`config.mk`:
```
export PLATFORM = sky130hd
export DESIGN_NAME = ppb_io_bridge
export DESIGN_NICKNAME = d
export VERILOG_FILES = /design/src/rtl/ppb_io_bridge.sv
export SDC_FILE = /design/constraint.sdc
export NUM_CORES = 1
export LEC_CHECK = 0
export CORE_MARGIN = 1
export CORE_UTILIZATION = 43
export CTS_BUF_LIST = sky130_fd_sc_hd__clkbuf_4 sky130_fd_sc_hd__clkbuf_8 sky130_fd_sc_hd__clkbuf_16
export DETAILED_ROUTE_END_ITERATION = 12
export HOLD_SLACK_MARGIN = 0.06
export PLACE_DENSITY = 0.81
export SETUP_SLACK_MARGIN = 0.15
export SYNTH_ARGS = -nofsm -noshare
export SYNTH_HDL_FRONTEND = slang
export SYNTH_SLANG_ARGS = --single-unit
```
`constraint.sdc`:
```
create_clock -name clk -period 1.9 [get_ports clk]
set_clock_uncertainty 0.15 [all_clocks]
set_input_delay 0.285 -clock clk [delete_from_list [all_inputs] [get_ports clk]]
set_output_delay 0.285 -clock clk [all_outputs]
set_load 0.01 [all_outputs]
```
`src/rtl/ppb_io_bridge.sv`:
```
// Front-panel bridge: synchronises/debounces PPB panel inputs, generates step pulses,
// sequences programming writes and registers the CPU status vector onto the panel.
module ppb_io_bridge #(
   parameter int unsigned IN_W        = 60,
   parameter int unsigned OUT_W       = 120,
   parameter int unsigned ADDR_W      = 8,
   parameter int unsigned DATA_W      = 8,
   parameter int unsigned SYNC_STAGES = 2,
   parameter int unsigned DEB_CYCLES  = 16
) (
   input  logic              clk,
   input  logic              reset,
   input  logic [IN_W-1:0]   device_inputs,
   input  logic [OUT_W-1:0]  cpu_status,
   output logic [OUT_W-1:0]  device_outputs,
   output logic              clk_auto_en,
   output logic              clk_step,
   output logic              reset_req,
   output logic              programming_en,
   output logic              prog_we,
   output logic [ADDR_W-1:0] ProgrammingAddress,
   output logic [DATA_W-1:0] ProgrammingData
);

   localparam int unsigned P    = 3 + ADDR_W + DATA_W;
   localparam int unsigned USED = P + 3;
   localparam int unsigned CW   = $clog2(DEB_CYCLES + 1);
   localparam logic [CW-1:0] DEB_LAST = CW'(DEB_CYCLES - 1);

   typedef enum logic [1:0] {S_IDLE, S_ARMED, S_WRITE, S_RELEASE} state_t;

   logic [SYNC_STAGES-1:0][USED-1:0] sync_q;
   logic [USED-1:0]   sync_v;
   logic [5:0]        ctrl_s;
   logic [ADDR_W-1:0] addr_s;
   logic [DATA_W-1:0] data_s;
   logic [5:0]        deb_q, deb_d;
   logic [5:0][CW-1:0] cnt_q, cnt_d;
   logic              step_prev_q, pw_prev_q, clk_step_q;
   logic              pw_rise;
   state_t            state_q;
   logic              we_q, active_q;
   logic [ADDR_W-1:0] addr_q;
   logic [DATA_W-1:0] data_q;
   logic [OUT_W-1:0]  dout_q;

   if (IN_W > USED) begin : g_hi
      logic unused_hi;
      assign unused_hi = ^device_inputs[IN_W-1:USED];
   end

   always_ff @(posedge clk) begin
      if (reset) sync_q <= '0;
      else       sync_q <= {sync_q[SYNC_STAGES-2:0], device_inputs[USED-1:0]};
   end

   // Control order: [0] auto_en, [1] step, [2] reset_req, [3] prog_en, [4] prog_write, [5] freeze
   assign sync_v = sync_q[SYNC_STAGES-1];
   assign ctrl_s = {sync_v[P+2:P], sync_v[2:0]};
   assign addr_s = sync_v[3 +: ADDR_W];
   assign data_s = sync_v[3+ADDR_W +: DATA_W];

   always_comb begin
      deb_d = deb_q;
      cnt_d = '0;
      for (int unsigned b = 0; b < 6; b++) begin
         if (ctrl_s[b] != deb_q[b]) begin
            if (cnt_q[b] == DEB_LAST) deb_d[b] = ~deb_q[b];
            else                      cnt_d[b] = cnt_q[b] + 1'b1;
         end
      end
   end

   always_ff @(posedge clk) begin
      if (reset) begin
         deb_q       <= '0;
         cnt_q       <= '0;
         step_prev_q <= 1'b0;
         pw_prev_q   <= 1'b0;
         clk_step_q  <= 1'b0;
      end else begin
         deb_q       <= deb_d;
         cnt_q       <= cnt_d;
         step_prev_q <= deb_q[1];
         pw_prev_q   <= deb_q[4];
         clk_step_q  <= deb_q[1] & ~step_prev_q;
      end
   end

   assign pw_rise = deb_q[4] & ~pw_prev_q;

   // WRITE always lasts one cycle; prog_en only decides where it goes afterwards.
   always_ff @(posedge clk) begin
      if (reset) begin
         state_q  <= S_IDLE;
         we_q     <= 1'b0;
         active_q <= 1'b0;
         addr_q   <= '0;
         data_q   <= '0;
      end else begin
         we_q <= 1'b0;
         case (state_q)
            S_IDLE: begin
               if (deb_q[3]) begin
                  state_q  <= S_ARMED;
                  active_q <= 1'b1;
               end
            end
            S_ARMED: begin
               if (!deb_q[3]) begin
                  state_q  <= S_IDLE;
                  active_q <= 1'b0;
               end else if (pw_rise) begin
                  state_q <= S_WRITE;
                  we_q    <= 1'b1;
                  addr_q  <= addr_s;
                  data_q  <= data_s;
               end
            end
            S_WRITE: begin
               if (deb_q[3]) begin
                  state_q <= S_RELEASE;
               end else begin
                  state_q  <= S_IDLE;
                  active_q <= 1'b0;
               end
            end
            S_RELEASE: begin
               if (!deb_q[3]) begin
                  state_q  <= S_IDLE;
                  active_q <= 1'b0;
               end else if (!deb_q[4]) begin
                  state_q <= S_ARMED;
               end
            end
            default: begin
               state_q  <= S_IDLE;
               active_q <= 1'b0;
            end
         endcase
      end
   end

   always_ff @(posedge clk) begin
      if (reset)          dout_q <= '0;
      else if (!deb_q[5]) dout_q <= cpu_status;
   end

   assign device_outputs     = dout_q;
   assign clk_auto_en        = deb_q[0];
   assign clk_step           = clk_step_q;
   assign reset_req          = deb_q[2];
   assign programming_en     = active_q;
   assign prog_we            = we_q;
   assign ProgrammingAddress = addr_q;
   assign ProgrammingData    = data_q;

endmodule

```
# Yosys cells after proc, flatten, opt, wreduce, memory -nomap -nowiden
# Cells that the tools add are included.
# op_classes
reduce_logical	18
mux	11
bitwise_logic	17
addsub	6
eq_ne	19
# op_table
op	n
5-bit by 1-bit adder with 5-bit output, second input constant	6
5-bit by 4-bit equality test with 1-bit output, second input constant	6
3-bit OR reduction	8
1-bit inverter	15
2-bit AND reduction	7
2-bit 2-to-1 mux	6
2-bit case mux with 4 select lines	1
1-bit inequality test	6
3-bit inequality test, second input constant	2
3-bit AND reduction	2
2-bit equality test, second input constant	2
2-bit inequality test, second input constant	2
1-bit 2-to-1 mux	3
1-bit AND	2
2-bit by 1-bit equality test with 1-bit output, second input constant	1
2-bit logical NOT	1
1-bit case mux with 2 select lines	1
# totals
output_inout_bits	141
inputBits	182
register_bits	223
elab_cells	94

# Longest topological paths before layout
# logic_depth
word_depth	5
depth_mapped	6
depth_no_buf	5

# Worst setup path after synthesis
# Ideal clock, no wire load.
# synth_timing
path_kind	flip-flop to flip-flop
start	register cnt_q[10] in the netlist's numbering
end	register cnt_q[12] in the netlist's numbering
required_time_ps	1685
n_path_buf	0
path_stages_with_launch	6
setup_slack_ps	283
arrival_time_ps	1402
setup_ps	65
synth_period_minus_slack_ps	1617
cell_sequence	dfxtp_1 > ha_1 > and3_1 > ha_1 > or3_1 > nor2_1
# synth_between
elab_chain_len	2
word_cells_on_any_way	3
cone_classes	add/sub (1); eq/ne (1); reduce/logical (1)
# synth_rtl
element	line_no	text
start, declared	38	logic [5:0][CW-1:0] cnt_q, cnt_d;
start signal, assigned	83	cnt_q <= cnt_d;
parallel branches: the longest is 2 deep, another holds 5-bit by 1-bit adder with 5-bit output	-	
# Several ways; the timed one is not identified.
# A chain may end at the register's enable or synchronous reset.

# Worst setup path in the final report
# layout_timing
start	register cnt_q[25] in the netlist's numbering
end	register cnt_q[29] in the netlist's numbering
# Same word-level chain as after synthesis.

==> results.cfg <==
[outcome]
status = finished, final reports clean

[placement]
place.gp.congestion = 0.794
dp_slack_ps = 180
hpwl_um = 12600
portBuffers = 284

[setup_path]
r2r_start = cnt_q[25]
cp-start-kind = flop
cpLargestDelayFamily = simple AND/OR/NAND/NOR gates
path_buf_inv = 0
required_ps = 2170
rr_worst_depth = 5
rrSetupSlack_ps = 220
crit_top_cell = ha_1
critPathSlowestCell = or3_4
worstPathCellList = ha_1, and3_1, ha_1, or3_4, nor2_1
arrival_ps = 1950
crit_path_end_kind = flop
cpPeakStageDelay_ps = 430
timing.rr.end = cnt_q[29]
critPathKind = reg -> reg
path_max_fanout = 5

[cts]
numClockSinks = 223
clkTransAtPathRegs_ps = 60
clk_path_buf_depth = 3
cts_root_buffer = clkbuf_16
postCtsSetupRepairBufs = 0
htree_levels = 1
cts_buffers = 24
clk_latency_ps = 490
cts_tree = yes

[hold_path]
min_to = sync_v[16]
min_path_cells = 2
min_from = reset
min_path_type = in -> reg

[sta]
period_needed_ps = 1680
relSlewSlack = 0.581
rsz0062_at_grt = false
timing.fmax_mhz = 595
finalCritPeriodShare = 0.884
setup_viol = 0
final-hold-violation-count = 0
tightestPinTransition_ps = 629
setup_slack_ps = 220
final_max_slew_viol_count = 0
tns_ps = 0

[global_route]
grt_first_pass_wirelength_um = 27200
grt_pass1_vias = 5492
antenna_found_initial = 1
grt_max_degree = 95
grt_usage = 0.185
grt-ovfl-total = 0

[synth]
synth_edf_count = 0
ys_ff_latch = 223
syn_area_um2 = 7750
synthCells = 716
syn_nets = 910
synthArstFlopShare = 0
synth_warnings = 0
synth-main-ff-cell = dfxtp_1
yosysSeqAreaShare = 0.576
synth.distinct_cells = 26
syn_avg_cell_area_um2 = 10.8

[drt]
drtIter0Drc = 161
num_vias = 5740
viasPerCell = 4.65
drt_first_pass_iters = 4
wl_um = 18000
antenna_left = 0
wire_per_inst_um = 14.6
drc = 0

[power]
power_density_nw_per_um2 = 889
power.leakage_nw = 4.73
irDropWorstVdd_mv = 0.688

[layout]
nets = 1188
final_cell_mix = 222 x dfxtp_1, 156 x nor2_1, 142 x clkdlybuf4s50_1, 141 x dlygate4sd2_1, 126 x mux2i_1
fillCellCount = 1427
syn_to_final_growth_pct = 47.0
drive_gt1_frac = 0.0733
ff_latch_area_um2 = 4470
layout_commonest_cell = dfxtp_1
multiInputGateArea_um2 = 3020

[flow_run]
cap_violations = 0

[floorplanning]
die_y_um = 136
rows = 48
pin_count = 323
dieArea_um2 = 18600
start_util = 0.445
core-area_um2 = 17400
chipWidth_um = 136
## synthesized netlist by cell type, types with 10 or more instances
cell type	number	area, um2
dfxtp_1	223	4460
nor2_1	158	593
mux2i_1	126	1260
nor2b_1	48	300
buf_2	18	90.1
nand2b_1	17	106
nand4b_1	16	140
clkbuf_1	13	48.8
inv_1	13	48.8
ha_1	12	150
xnor2_1	12	105
o21ai_2	10	87.6
## what timing repair did
action,4_1_cts,5_1_grt
pin swaps,0,3
hold buffers,0,0
endpoints found under the hold margin,0,0
endpoints found under the setup margin,141,30
gates resized for setup,141,9
## layer usage
layer | vias to the layer above | track usage | wire (um)
met2 | 200 | 0.328 | 8680
li1 | 2903 | - | -
met5 | - | 0 | 0
met4 | 0 | 0.0815 | 646
met1 | 2595 | 0.202 | 7030
met3 | 42 | 0.0552 | 1620
## power by group
| part | leakage (nW) | internal [mW] | switching, mW |
|---|---|---|---|
| clock | 0.371 | 2.59 | 1.78 |
| sequential | 1.84 | 4.86 | 0.0737 |
| combinational | 2.52 | 0.505 | 0.319 |
| total | 4.73 | 7.95 | 2.17 |
## sequential cells by signal, indices dropped and copies added, names as in the netlist
| name | cells |
|---|---|
| sync_q | 22 |
| ProgrammingData | 8 |
| sync_v | 22 |
| prog_we | 1 |
| device_outputs | 120 |
| step_prev_q | 1 |
| ProgrammingAddress | 8 |
| pw_prev_q | 1 |
| state_q | 2 |
| cnt_q | 30 |
| clk_step | 1 |
| deb_q | 6 |
| programming_en | 1 |
## worst max-delay path by stage
stage / start / endpoint / cells past startpoint / slack, ps
3_3_place_gp: cnt_q[15] / cnt_q[18] / 5 / 210
3_5_place_dp: cnt_q[10] / cnt_q[12] / 5 / 180
4_1_cts: cnt_q[25] / cnt_q[29] / 5 / 170
6_report: cnt_q[25] / cnt_q[29] / 5 / 220
5_1_grt: cnt_q[0] / cnt_q[2] / 5 / 150
2_1_floorplan: cnt_q[10] / cnt_q[12] / 5 / 280
## layout make-up
cell class              count  area share
well taps                 225      0.0247
clock inverters             7     0.00407
repair buffers            295       0.247
multi-input cells         437       0.265
diodes                      1    0.000220
clock buffers              34      0.0620
flip-flops and latches    223       0.392
inverters                  13     0.00429
## per-stage QoR
step / instances / hold slack (ps) / cell area, um2 / utilization / power [mW]
floorplan: 716 / 217 / 7750 / - / 5.33
CTS: 1234 / 90.0 / 11300 / 0.652 / 10.3
detailed placement: 1193 / 237 / 10800 / 0.618 / 5.96
global route: 1234 / 136 / 11400 / 0.654 / 10.5
global placement: 1193 / 226 / 10800 / 0.618 / 5.94
finish: 1235 / 91.0 / 11400 / 0.654 / 10.1
## cells by family after synthesis
kind of cell / share of synthesized area
simple gates: 0.166
flops: 0.576
mux: 0.163
buf+inv: 0.0384
compound gates: 0.0171
xor+xnor: 0.0204
fa+ha+maj: 0.0194
(Power assumes the default switching activity.)
